<file path="config.mk">
export PLATFORM = sky130hd
export DESIGN_NAME = computer_player
export DESIGN_NICKNAME = d
export VERILOG_FILES = /design/src/rtl/tug_pkg.sv /design/src/rtl/computer_player_lfsr.sv /design/src/rtl/computer_player.sv
export SDC_FILE = /design/constraint.sdc
export NUM_CORES = 1
export LEC_CHECK = 0
export ABC_AREA = 1
export ABC_CLOCK_PERIOD_IN_PS = 4700
export BUFFER_PORTS_ARGS = -buffer_cell sky130_fd_sc_hd__buf_2
export CAP_MARGIN = 20
export CELL_PAD_IN_SITES_DETAIL_PLACEMENT = 1
export CELL_PAD_IN_SITES_GLOBAL_PLACEMENT = 2
export CORE_ASPECT_RATIO = 0.75
export CORE_MARGIN = 10
export CORE_UTILIZATION = 34
export DETAILED_ROUTE_END_ITERATION = 10
export HOLD_SLACK_MARGIN = 0.05
export PLACE_DENSITY_LB_ADDON = 0.1
export REMOVE_ABC_BUFFERS = 1
export SYNTH_ARGS = -nofsm -noshare
export SYNTH_HDL_FRONTEND = slang
export SYNTH_HIERARCHICAL = 1
export SYNTH_SLANG_ARGS = --single-unit
</file>
<file path="constraint.sdc">
create_clock -name clk -period 4.7 [get_ports clk]
set_input_delay 0.235 -clock clk [delete_from_list [all_inputs] [get_ports clk]]
set_output_delay 0.235 -clock clk [all_outputs]
set_load 0.01 [all_outputs]
</file>
<file path="src/rtl/tug_pkg.sv">
// Shared definitions for the tug-of-war game: computer-player FSM states and
// the LFSR width, tap positions and seed.
package tug_pkg;

    typedef enum logic [1:0] {
        HOLD  = 2'd0,
        ARMED = 2'd1,
        FIRE  = 2'd2,
        COOL  = 2'd3
    } cpu_state_e;

    localparam int LFSR_WIDTH  = 10;
    localparam int LFSR_TAP_HI = 9;
    localparam int LFSR_TAP_LO = 6;

    // All-zero seed: with XNOR feedback the all-ones word is the lockup state.
    localparam logic [LFSR_WIDTH-1:0] LFSR_SEED = '0;

endpackage

</file>
<file path="src/rtl/computer_player_lfsr.sv">
// Free-running Fibonacci LFSR (shift-left, XNOR feedback) with asynchronous
// reset to the package seed; advances every clock and exposes its full word.
module lfsr
    import tug_pkg::*;
#(
    parameter int W      = LFSR_WIDTH,
    parameter int TAP_HI = LFSR_TAP_HI,
    parameter int TAP_LO = LFSR_TAP_LO
) (
    input  logic         clk_i,
    input  logic         rst_i,
    output logic [W-1:0] value_o
);

    logic [W-1:0] lfsr_q;
    logic [W-1:0] lfsr_d;

    always_comb begin
        lfsr_d = {lfsr_q[W-2:0], ~(lfsr_q[TAP_HI] ^ lfsr_q[TAP_LO])};
    end

    always_ff @(posedge clk_i or posedge rst_i) begin
        if (rst_i) begin
            lfsr_q <= W'(LFSR_SEED);
        end else begin
            lfsr_q <= lfsr_d;
        end
    end

    assign value_o = lfsr_q;

endmodule

</file>
<file path="src/rtl/computer_player.sv">
// Computer opponent: emits single-cycle press pulses when the LFSR falls below
// speed. Define CPU_HOLDOFF_EN to add a HOLDOFF-cycle silent start after reset/nextRound.
module computer_player
    import tug_pkg::*;
#(
    parameter int LFSR_W   = LFSR_WIDTH,
    parameter int COOLDOWN = 4,
    parameter int HOLDOFF  = 8
) (
    input  logic              clk,
    input  logic              reset,
    input  logic              nextRound,
    input  logic              enable,
    input  logic [LFSR_W-1:0] speed,
    output logic              press
);

`ifdef CPU_HOLDOFF_EN
    localparam int         CNT_MAX     = (COOLDOWN > HOLDOFF) ? COOLDOWN : HOLDOFF;
    localparam cpu_state_e START_STATE = HOLD;
`else
    localparam int         CNT_MAX     = COOLDOWN;
    localparam cpu_state_e START_STATE = ARMED;
`endif
    localparam int              CNT_W     = $clog2(CNT_MAX + 1);
    localparam logic [CNT_W-1:0] CNT_SAT   = CNT_W'(CNT_MAX);
    localparam logic [CNT_W-1:0] COOL_LAST = CNT_W'(COOLDOWN - 1);
`ifdef CPU_HOLDOFF_EN
    localparam logic [CNT_W-1:0] HOLD_LAST = CNT_W'(HOLDOFF - 1);
`endif

    if (COOLDOWN < 1 || HOLDOFF < 1) begin : g_bad_params
        $error("computer_player: COOLDOWN and HOLDOFF must both be at least 1");
    end

    cpu_state_e       state_q;
    cpu_state_e       state_d;
    logic [CNT_W-1:0] cnt_q;
    logic [CNT_W-1:0] cnt_d;
    logic [LFSR_W-1:0] lfsr_value;
    logic             fire;

    lfsr #(
        .W      (LFSR_W),
        .TAP_HI (LFSR_TAP_HI),
        .TAP_LO (LFSR_TAP_LO)
    ) u_lfsr (
        .clk_i   (clk),
        .rst_i   (reset),
        .value_o (lfsr_value)
    );

    // speed is only looked at while ARMED; no copy of it is held.
    assign fire = (lfsr_value < speed);

    always_ff @(posedge clk or posedge reset) begin
        if (reset) begin
            state_q <= START_STATE;
            cnt_q   <= '0;
        end else begin
            state_q <= state_d;
            cnt_q   <= cnt_d;
        end
    end

    always_comb begin
        state_d = state_q;
        if (nextRound) begin
            state_d = START_STATE;
        end else begin
            case (state_q)
                HOLD: begin
`ifdef CPU_HOLDOFF_EN
                    if (cnt_q == HOLD_LAST) begin
                        state_d = ARMED;
                    end
`else
                    state_d = ARMED;
`endif
                end
                ARMED: begin
                    if (enable && fire) begin
                        state_d = FIRE;
                    end
                end
                FIRE: begin
                    state_d = enable ? COOL : ARMED;
                end
                COOL: begin
                    if (!enable || cnt_q == COOL_LAST) begin
                        state_d = ARMED;
                    end
                end
                default: begin
                    state_d = START_STATE;
                end
            endcase
        end

        // Counter restarts on every entry to HOLD/COOL and saturates while staying there.
        cnt_d = '0;
        if (!nextRound && state_d == state_q && (state_q == HOLD || state_q == COOL)) begin
            cnt_d = (cnt_q == CNT_SAT) ? cnt_q : cnt_q + 1'b1;
        end
    end

    always_comb begin
        press = (state_q == FIRE);
    end

endmodule

</file>
==> results of run 1 <==
-- cells by family after synthesis --
group | count (synthesis) | share of synthesized area
buffers and inverters | 37 | 0.172
AND/OR/NAND/NOR | 46 | 0.212
XOR/XNOR | 1 | 0.00873
flip-flops | 15 | 0.375
AO/OA/AOI/OAI | 4 | 0.0200
adder cells (fa/ha/maj) | 17 | 0.212
-- power breakdown --
group / total [mW] / switching (mW) / internal (mW)
combinational: 0.0887 / 0.0515 / 0.0371
sequential: 0.150 / 0.0111 / 0.139
clock: 0.101 / 0.0421 / 0.0586
total: 0.340 / 0.105 / 0.235
-- critical path: cells and delay by family, from the launching register on --
family	cells	cell delay, ns
flip-flops	1	0.59
AND/OR/NAND/NOR	6	0.74
adder cells (fa/ha/maj)	1	0.25
buffers and inverters	2	0.13
-- how the worst max path moves through the flow --
stage / slack, ns / end / cells past startpoint
floorplan: 3.04 / cnt_q[0] / 9
global placement: 2.92 / cnt_q[2] / 9
detailed placement: 2.90 / cnt_q[2] / 9
CTS: 2.87 / cnt_q[2] / 9
global route: 2.69 / cnt_q[0] / 9
finish: 2.91 / cnt_q[2] / 9
-- sequential cells by signal, summed over array words and instances (netlist names) --
register / count
u_lfsr/value_o: 10
state_q: 2
cnt_q: 3
-- routing by layer --
metal | wire (um) | track usage | up-vias
met5 | 0 | 0 | -
met4 | 0 | 0.0125 | 0
met3 | 119 | 0.0308 | 0
met2 | 695 | 0.100 | 12
met1 | 989 | 0.104 | 304
li1 | - | - | 369
-- area by class of cell --
type,count,share of cell area
multi-input combinational,68,0.410
tap,36,0.0407
clock buffer,3,0.0373
timing repair buffer,15,0.0723
inverter,28,0.0949
sequential,15,0.340
clock inverter,1,0.00452
-- cell usage in the layout, fill, tap and decap left out --
cell type	count
nand3_1	4
nor3_1	1
clkinv_2	1
buf_2	14
nor2_1	9
clkbuf_8	3
dlygate4sd3_1	1
inv_1	25
nand3_2	1
nand2_1	27
o21ai_0	2
xor2_1	1
dfstp_2	1
ha_1	17
nand2_2	1
inv_2	2
nor4_4	1
clkinv_1	1
nor3b_1	1
dfrtp_1	14
nand3b_1	1
a21oi_1	2
==> run summary, run 1 <==
The sequential cell area in the final layout is roughly 380 um2. In this run the worst setup path begins at state_q[0]. In this run the number of H-tree levels came out at 1. The count of instances resized after the clock tree is built came out at 0. For this design, the slowest cell found on the critical path is dfstp_2. The achievable frequency is between 0.5 and 0.6 GHz.

The total power of the final layout came out at 0.340 mW. The number of synthesized register bits is 15. Compared with the post-synthesis result, the final layout area differs by 10.3%. The clock-pin slew on the worst setup and hold paths is about 0.060 ns.

The leakage power figure is 0.646 nW. The final sum of negative setup slack came out at 0 ns. Entering global routing, the biggest net connects 11 pins. Setup violations remaining at the end of the flow were counted as 0. The distinct cell type count after synthesis is 19.

The clock tree from TritonCTS is built. The number of synthesized flops with an enable pin is 0. The gate count after technology mapping came out at 120. The number of antenna violations at the first check in global routing came out at 0.

In this run, the number of DRC markers left after iteration 0 of detailed routing was 10. The placement-stage worst setup slack came out at about 2.9 ns. The cell with the most instances after synthesis is nand2_1. The congestion estimate from routability-driven global placement came to 0.790. The effective utilization at floorplan came out at 0.369. The average wire per cell in the routed design came out at 10.9 um. In this run the clock root is driven by a clkbuf_8. The count of synthesis-stage warnings from yosys came out at 6. The number of iterations in the first detailed-routing pass came out at 2. Counting tap cells, the placed design contains a total of approximately 160 instances.

The total DRC errors in the routed layout is 0. In this run the cell area measured after placement is 0.00105 mm2. The data arrival time at the worst-slack endpoint came out at 1.96 ns.

Summing all non-filler instances in the final layout gives an area of around 0.0011 mm2. The largest fanout on the critical path is 7. In the global route stage, overall resource usage came out at 0.0733. After synthesis, the share of flip-flops with an asynchronous set or reset is 1.00. Measured along the x axis, the die boundary spans ~83 um. The via count of the first global-routing pass came out at around 750. The worst reg-to-reg path cell count is 9. Once detail routing completed, the nets flagged for antenna violations numbered 0. The height of the chip came out at around 67 um.

In this run the critical register-to-register path is captured at cnt_q[2]. In this run the critical register-to-register path is launched from state_q[0]. The final critical delay including setup and external delays came out at roughly 1.8 ns. The count of buffers from port buffering is 14. The core region is between 0.002 and 0.003 mm2. dfrtp_1 takes more of the synthesized area than any other cell. For hold timing, the worst endpoint is state_q[0]. The total of max-cap violations came out at 0.

Fill cells in the final layout number between 300 and 400. Setup repair after global routing left no endpoint under its margin. The layout net count came out at around 160. Measured against its own limit, the worst slew margin works out to 0.751. The setup slack of the most critical reg-to-reg path is 2.91 ns. The non-filler instance count after layout is around 170. The global-route wire length before repair came out at approximately 3.2 mm. No sink is reached through more buffers than the 2 on the longest clock path.

The die covers 0.00555 mm2. Dividing the detail-routed via count by the number of cells gives just over 4. The post-layout utilization of the core is 0.407. By area the synthesized netlist is led by dfrtp_1 35%, ha_1 21%, nand2_1 10%.

The cell row count is 16. The share of synthesized area in the top cell type comes to 0.349. The clock sink count is 15. In the final layout, the share of cells above drive strength 1 is 0.185. The critical path start-end classification is flip-flop to flip-flop. In this run the worst hold path is classified as primary input to flip-flop.

The total count of hold-check failures in the final report came out at 0. The repair_antennas step left the layout with diodes totalling 0. The endpoint required time on the critical path came out at around 4.9 ns. The max-slew violation count came to 0. For this run, the slowest stage of the critical path takes 0.59 ns.

The worst hold slack is 0.274 ns. The via count is about 700. The share of the yosys chip area belonging to registers came out at 0.375. The number of placed I/O pins is 15. Buffers inserted to repair hold after CTS numbered 1. The signal on the critical path passes through inv_1 -> ha_1 -> nor4_4 -> nor2_1 -> nor3_1 -> nand2_1 -> clkinv_1 -> nand3_2 -> nor2_1. The nature of the critical path startpoint is a flip-flop. The maximum resistive drop on vdd came out at between 0.2 and 0.25 mV. The worst hold path begins at nextRound. The remaining global-route overflow came out at 0. The actual slew at the worst max-slew pin came out at 0.373 ns. Summing all multi-input logic gate instances after layout gives approximately 450 um2. The largest clock skew in the final design came out at 0.00351 ns.

The synthesized cell area came out at 0.00100 mm2. The period utilization is 0.380. The number of setup buffers added after CTS is 0. The final wirelength came out at approximately 1.8 mm. The worst-case setup margin in the final layout is 2.91 ns. The most numerous cell type found on the critical path is nor2_1. The worst hold path passes through 3 cells. Once detailed placement completed, the half-perimeter wirelength came to 1.60 mm. STA classifies the critical path endpoint as a flip-flop. In the synthesized netlist the dominant register cell turns out to be dfrtp_1.

The mean post-synth cell area came out at 8.36 um2. For the worst-skew pair, the clock arrives at the later sink with an insertion delay of 0.24 ns. The commonest cells after synthesis are 27 x nand2_1, 25 x inv_1, 17 x ha_1.

The number of buffers created by CTS came out at 3. The flow ran to the end, and the final reports show no timing, DRC or antenna violations. For this design the ratio of total power to cell area is 307 mW/mm2.
(Power assumes the default switching activity.)
==> inputs of run 2 (changes only) <==
--- a/config.mk
+++ b/config.mk
@@ -6,14 +6,14 @@
 export NUM_CORES = 1
 export LEC_CHECK = 0
 export ABC_AREA = 1
-export ABC_CLOCK_PERIOD_IN_PS = 4700
+export ABC_CLOCK_PERIOD_IN_PS = 1800
 export BUFFER_PORTS_ARGS = -buffer_cell sky130_fd_sc_hd__buf_2
 export CAP_MARGIN = 20
 export CELL_PAD_IN_SITES_DETAIL_PLACEMENT = 1
 export CELL_PAD_IN_SITES_GLOBAL_PLACEMENT = 2
 export CORE_ASPECT_RATIO = 0.75
 export CORE_MARGIN = 10
-export CORE_UTILIZATION = 34
+export CORE_UTILIZATION = 33
 export DETAILED_ROUTE_END_ITERATION = 10
 export HOLD_SLACK_MARGIN = 0.05
 export PLACE_DENSITY_LB_ADDON = 0.1
==> constraint.sdc (replaced) <==
create_clock -name clk -period 1.8 [get_ports clk]
set_input_delay 0.09 -clock clk [delete_from_list [all_inputs] [get_ports clk]]
set_output_delay 0.09 -clock clk [all_outputs]
set_load 0.01 [all_outputs]
==> run summary, run 2 (synthesized netlist as in run 1, its figures left out) <==
The endpoint required time on the critical path came out at around 2.0 ns. The clock-pin slew on the worst setup and hold paths came out at around 0.070 ns. The count of cells in the finished layout, fillers not included, comes to approximately 180.

In this run the worst setup path begins at state_q[0]. The power density of the placed cells came out at approximately 770 mW/mm2. From synthesis to final layout, the design area changed by 28.7%. For this block, the via count after detailed routing is approximately 750. The average wire per cell in the routed design came out at around 12 um. TritonCTS built the clock tree.

The worst hold path class is primary input to flip-flop. The core box area came out at approximately 0.003 mm2. The total count of hold-check failures in the final report is 0. The height of the chip came out at approximately 68 um.

15 I/O pins were placed. The cell row count is 17. STA classifies the critical path endpoint as a flip-flop.

Including well taps, the total number of placed cells is 165. The largest clock skew in the final design came out at around 0.008 ns. The final sum of negative setup slack came out at 0 ns. The library cells used most frequently in the layout, excluding fill and tap cells, are 23 x inv_1, 20 x nand2_1, 14 x buf_2. The worst reg-to-reg path cell count came out at 9. Clock tree synthesis selected as its root buffer the cell clkbuf_8. The largest individual stage delay along the critical path comes from the cell dfstp_2. The pin count of the biggest net entering global routing came out at 11. Once detailed placement completed, the half-perimeter wirelength came to 1.62 mm. The share of cells above drive strength 1 came out at 0.417.

The routed via count divided by cell count is ~4.2. Leaving out fill and tap cells, the most frequent cell in the layout is inv_1. The first TritonRoute pass finished after 2 iterations. The number of antenna violations at the first check in global routing is 0. The clock sink count is 15. The total of max-cap violations is 0. The leakage power figure came out at slightly below 0.7 nW. VDD sags by at most between 0.4 and 0.5 mV. The initial DRC count is 22.

The register with the most flip-flops in the layout has 10 of them. The H-tree level count is 1. The total power of the final layout came out at about 1 mW.

The critical path start-end classification is flip-flop to flip-flop. The nature of the critical path startpoint is a flip-flop. Hold is met by a little over 0.2 ns. The count of buffers from port buffering came out at 14.

The hold path depth came out at 4. The number of buffers created by CTS came out at 3. The post-layout utilization of the core came out at 0.440. The actual slew at the worst max-slew pin is slightly below 0.4 ns.

The critical path goes through inv_2 -> ha_2 -> nor4_4 -> nor2_1 -> nor3_1 -> nand2_1 -> clkinv_1 -> nand3_4 -> nor2_2. After detailed routing, the number of remaining DRC violations is 0. Setup repair after global routing could not meet its margin everywhere.

The number of diodes added for antenna fixing is 0. The family with the most delay on the worst path is simple AND/OR/NAND/NOR gates. The critical path runs through a total of 9 cells. The maximum buffer depth of the clock tree is 2.

For this configuration, the core starts out at a cell density of 0.342. The global-route wire length before repair is between 3 and 4 mm. The max-slew violation count was 0. Measured against its own limit, the worst slew margin works out to 0.739. The number of buffer and inverter instances along the worst setup path is 2.

The worst hold path begins at nextRound. The via count of the first global-routing pass is 770. The number of nets with antenna violations after routing is 0. Of all nets on the critical path, the largest fanout is 3.

The final wirelength came out at around 2.1 mm. The achievable frequency came out at roughly 0.59 GHz. In this run the critical register-to-register path is launched from state_q[0].

The width of the die is between 80 and 90 um. The remaining global-route overflow came out at 0. In the finished design, the share of the clock period the worst path needs comes to 0.942. On the worst path, the slowest cell contributes a delay of between 0.5 and 0.6 ns.

The total track usage is 0.0751. The flow ran to the end, and the final reports show no timing, DRC or antenna violations. Setup violations remaining at the end of the flow were counted as 0. The final-layout fill cell count came out at approximately 370. The final critical delay including setup and external delays is 1.70 ns. The later pin in the worst-skew pair is clocked with a latency of 0.25 ns. The data arrival time at the worst-slack endpoint is between 1.5 and 2 ns. In the final design database the tool counted approximately 170 nets.

The die area came out at about 0.0057 mm2. Routability-driven placement finished with a final weighted congestion of about 0.68.
## run 2: changes by cell type in the layout (fill, tap and decap cells not counted), sizes merged
cell | before | now
buf | 14 | 23
## run 2: worst min-delay path, cell delays in order
cell     delay, ns
buf_2         0.12
nor2_1        0.09
nand2_2       0.09
inv_1         0.04
## run 2: area by class of cell
class / count / area, um2 / area share
flip-flops and latches: 15 / 378 / 0.293
clock buffers: 3 / 41.3 / 0.0320
repair buffers: 24 / 148 / 0.114
inverters: 28 / 105 / 0.0814
clock inverters: 1 / 5.00 / 0.00388
well taps: 38 / 47.5 / 0.0368
multi-input cells: 68 / 567 / 0.439
## run 2: report_power, final
part,switching (mW),total [mW],leakage [nW],internal (mW)
combinational,0.190,0.335,0.474,0.145
sequential,0.0219,0.386,0.191,0.364
clock,0.125,0.278,0.0255,0.153
## run 2: timing repair
item	CTS	global route
hold endpoints to repair	15	0
endpoints found under the setup margin	0	3
gates resized for setup	0	26
setup buffers	0	7
hold buffers	1	0
## run 2: path summary, 6_finish.rpt
| kind | endpoint | slack (ns) |
|---|---|---|
| setup / recovery | cnt_q[1] | 0.10 |
| hold / removal | state_q[1] | 0.20 |
| setup reg to reg | cnt_q[1] | 0.10 |
| hold reg to reg | u_lfsr/value_o[3] | 0.39 |
| max in group asynchronous | u_lfsr/value_o[4] | 1.14 |
| min in group asynchronous | cnt_q[2] | 0.29 |
## run 2: per-layer routing
layer / GRT usage / vias up / share of wire
li1: - / 386 / -
met1: 0.103 / 343 / 0.52
met2: 0.102 / 15 / 0.41
met3: 0.0361 / 2 / 0.066
met4: 0.0188 / 0 / 0.0043
met5: 0 / - / 0
## run 2: through the flow
stage / cell area (um2) / worst slack (ns)
5_1_grt: 1290 / -0.0549
3_3_place_gp: 1070 / 0.115
3_5_place_dp: 1070 / 0.118
2_1_floorplan: 936 / 0.140
4_1_cts: 1120 / 0.0840
6_report: 1290 / 0.104
==> inputs of run 3 (changes only) <==
--- a/config.mk
+++ b/config.mk
@@ -5,7 +5,6 @@
 export SDC_FILE = /design/constraint.sdc
 export NUM_CORES = 1
 export LEC_CHECK = 0
-export ABC_AREA = 1
 export ABC_CLOCK_PERIOD_IN_PS = 1800
 export BUFFER_PORTS_ARGS = -buffer_cell sky130_fd_sc_hd__buf_2
 export CAP_MARGIN = 20
@@ -13,7 +12,7 @@
 export CELL_PAD_IN_SITES_GLOBAL_PLACEMENT = 2
 export CORE_ASPECT_RATIO = 0.75
 export CORE_MARGIN = 10
-export CORE_UTILIZATION = 33
+export CORE_UTILIZATION = 34
 export DETAILED_ROUTE_END_ITERATION = 10
 export HOLD_SLACK_MARGIN = 0.05
 export PLACE_DENSITY_LB_ADDON = 0.1
==> run summary, run 3 <==
The share of synthesized area in the top cell type comes to 0.341. The total count of hold-check failures in the final report came out at 0. The synthesis-to-layout area growth came out at 21.5%. TritonCTS built the clock tree. The distinct cell type count after synthesis is 27. The effective utilization at floorplan is 0.353. The insertion delay of the later-clocked pin in the worst-skew pair came out at 0.24 ns. In this run the most critical hold path is launched from nextRound. The commonest non-fill, non-tap cell in the layout is inv_1. In the layout the commonest cells are 16 x inv_1, 14 x ha_1, 14 x dfrtp_1, 14 x buf_2, 12 x buf_4.

The number of diodes added for antenna fixing came out at 0. The total routed wire length on the met1 layer came out at approximately 1.1 mm. For this run, the leading register cell type out of synthesis is dfrtp_1. CTS built an H-tree with a depth of 1.

The run finished, with violations left. The number of cells on the worst reg-to-reg path is 7. At the end of routability-driven placement, the weighted congestion stood at around 0.76. Summed over all layers, the global routing overflow is 0.

The final sum of negative setup slack is -0.160 ns. The count of buffers added on input and output ports is 14. The critical path start-end classification is flip-flop to flip-flop.

The number of antenna violations at the first check in global routing is 0. In this run, synthesis produced a sequential element count of 15. The gate count after technology mapping came out at 103.

The final wirelength is approximately 2.1 mm. In the routed layout, each cell is associated on average with a via count of between 4 and 5. The kind of capture point of the worst setup path is a flip-flop.

The max-slew violation count came out at 0. The clock-pin slew on the worst setup and hold paths is 0.06 ns. The data arrival time at the worst-slack endpoint came out at ~2.1 ns. Of the cells placed in the final design, the portion with a size suffix greater than 1 is 0.336. The die covers ~0.0056 mm2. The number of synthesized flops with an enable pin is 0. Max-cap violations in this run came to 0. By count the netlist is led by 17 x ha_1, 17 x inv_1, 14 x dfrtp_1.

The maximum resistive drop on vdd came out at 0.322 mV. For this design the top-level I/O count stands at 15. The checks that failed: negative setup slack. The pin count of the biggest net entering global routing came out at 11.

The total track usage came out at 0.0800. The height of the chip came out at around 68 um. The cell row count came out at 17.

The achievable frequency came out at 0.529 GHz. The total power of the final layout is ~1.1 mW. The clock sink count came out at 15. The width of the die is between 80 and 90 um. The endpoint identified for the worst register-to-register timing path is cnt_q[2].

The maximum buffer depth of the clock tree is 2. The largest clock skew in the final design came out at ~0.0026 ns. The initial DRC count came out at 14.

The global-route wire length before repair is 3.68 mm. In this run the worst path has a maximum fanout of 4. In this run the critical register-to-register path is launched from state_q[0]. The end point of the critical path is cnt_q[2]. The detailed-routed wire length on met3 came out at about 80 um. Tracing the worst setup path back leads to its startpoint at state_q[0]. The stage delay of the slowest cell on the critical path is roughly 0.54 ns. The highest metal layer with signal wires is met3. The power density of the placed cells came out at approximately 870 mW/mm2. Once routing completed, OpenROAD measured the worst setup slack at -0.0906 ns.

After layout, the minimum clock period comes to about 1.9 ns. The mean post-synth cell area came out at ~10 um2. By area the synthesized netlist is led by dfrtp_1 34%, ha_1 21%, buf_4 6.6%. For flop-to-flop paths, the worst setup slack is -0.09 ns. The leakage power figure came out at between 0.6 and 0.7 nW. The master of the slowest instance on the critical path is dfstp_2. The number of iterations in the first detailed-routing pass is 4. In this run the cell area of the synthesized design comes to between 0.001 and 0.0015 mm2. Detailed routing inserted a total of roughly 750 vias. Once detailed placement completed, the half-perimeter wirelength came to 1.77 mm. The nature of the critical path startpoint is a flip-flop. The tightest min-delay check is of the primary input to flip-flop type. The total DRC errors in the routed layout came out at 0. Setup repair after global routing could not meet its margin everywhere. Of the synthesized area, sequential elements account for 0.366.

The number of buffers created by CTS came out at 3. The average wire per cell in the routed design came out at 12.9 um. The floorplan step defined a core boundary enclosing 0.00291 mm2. The headroom to the max-slew limit came out at 0.694. The flip-flop count of the largest register, all copies and words added came out at 10. The detail route stage leaves a number of antenna-violating nets equal to 0. The share of async-settable or async-resettable flops after synthesis came out at 1.00. The count of synthesis-stage warnings from yosys is 6. In this run the clock root is driven by a clkbuf_8. Traced cell by cell, the critical path runs through inv_2 -> ha_4 -> or4_4 -> o21ai_2 -> a22oi_2 -> nor4b_4 -> a211oi_2. In the finished design, the share of the clock period the worst path needs comes to 1.05. For the worst setup path, the data required time is 1.96 ns.

Of all cell types, the one taking the most synthesized area is dfrtp_1. The via count of the first global-routing pass is ~800. The layout net count is 157. The actual slew at the worst max-slew pin came out at between 0.4 and 0.5 ns. The count of endpoints failing setup in the final report came out at 3. The routed design uses 948 um of met2 wire.
run 3: changes by cell type after synthesis, sizes merged, moves of 3 or more:
cell    delta
nor2       -9
a211oi     +3
a21oi      +5
nor3       +3
nand2     -23
o21ai      +3
inv       -10
nand3      -4
run 3: kinds of logic after synthesis:
family                   share of synthesized area
buffers and inverters                        0.128
AND/OR/NAND/NOR                              0.119
flip-flops                                   0.366
adder cells (fa/ha/maj)                      0.207
AO/OA/AOI/OAI                                0.153
XOR/XNOR                                    0.0170
multiplexers                               0.00973
run 3: repair_timing:
item,CTS,global route
pin swaps,5,5
setup buffers,3,0
setup endpoints to repair,3,3
endpoints found under the hold margin,15,0
hold buffers,1,0
resized for setup,5,2
run 3: layer usage:
layer | GRT usage | vias up
met5 | 0 | -
met4 | 0.00625 | 0
met3 | 0.0313 | 0
met2 | 0.135 | 11
met1 | 0.0996 | 354
li1 | - | 387
run 3: report_power, final:
group	switching [mW]	internal [mW]	leakage, nW
clock network	0.110	0.156	0.0228
registers	0.0193	0.362	0.193
logic	0.213	0.220	0.432
total	0.343	0.738	0.647
run 3: area by class of cell:
class                      instances  area (um2)
clock buffer                       4        45.0
fill                             337        1660
inverter                          17        63.8
multi-input combinational         62         547
sequential                        15         377
tap                               38        47.5
timing repair buffer              27         170
run 3: critical path: cells and delay by family (launching register included):
family                     cells  cell delay, ns
AOI/OAI and AO/OA              3            0.40
DFF                            1            0.54
adders and majority gates      1            0.16
and+or+nand+nor                2            0.65
buffers and inverters          1            0.06
run 3: worst min path at each step:
stage	slack (ns)	cells past startpoint	end
floorplan	-0.13	1	cnt_q[0]
global placement	0.02	2	cnt_q[1]
detailed placement	0.02	2	cnt_q[2]
CTS	0.17	3	state_q[1]
global route	0.18	3	state_q[1]
finish	0.18	3	state_q[1]
run 3: per-stage QoR:
stage	hold slack [ns]	setup WS, ns	instance area, um2	instances	utilization
after global routing	0.183	-0.164	1250	163	0.429
after detailed placement	0.0201	-0.145	1150	155	0.393
after floorplan	-0.132	-0.280	961	94	-
after CTS	0.174	-0.123	1240	163	0.427
final	0.184	-0.0906	1250	163	0.429
after global placement	0.0200	-0.0912	1150	155	0.393
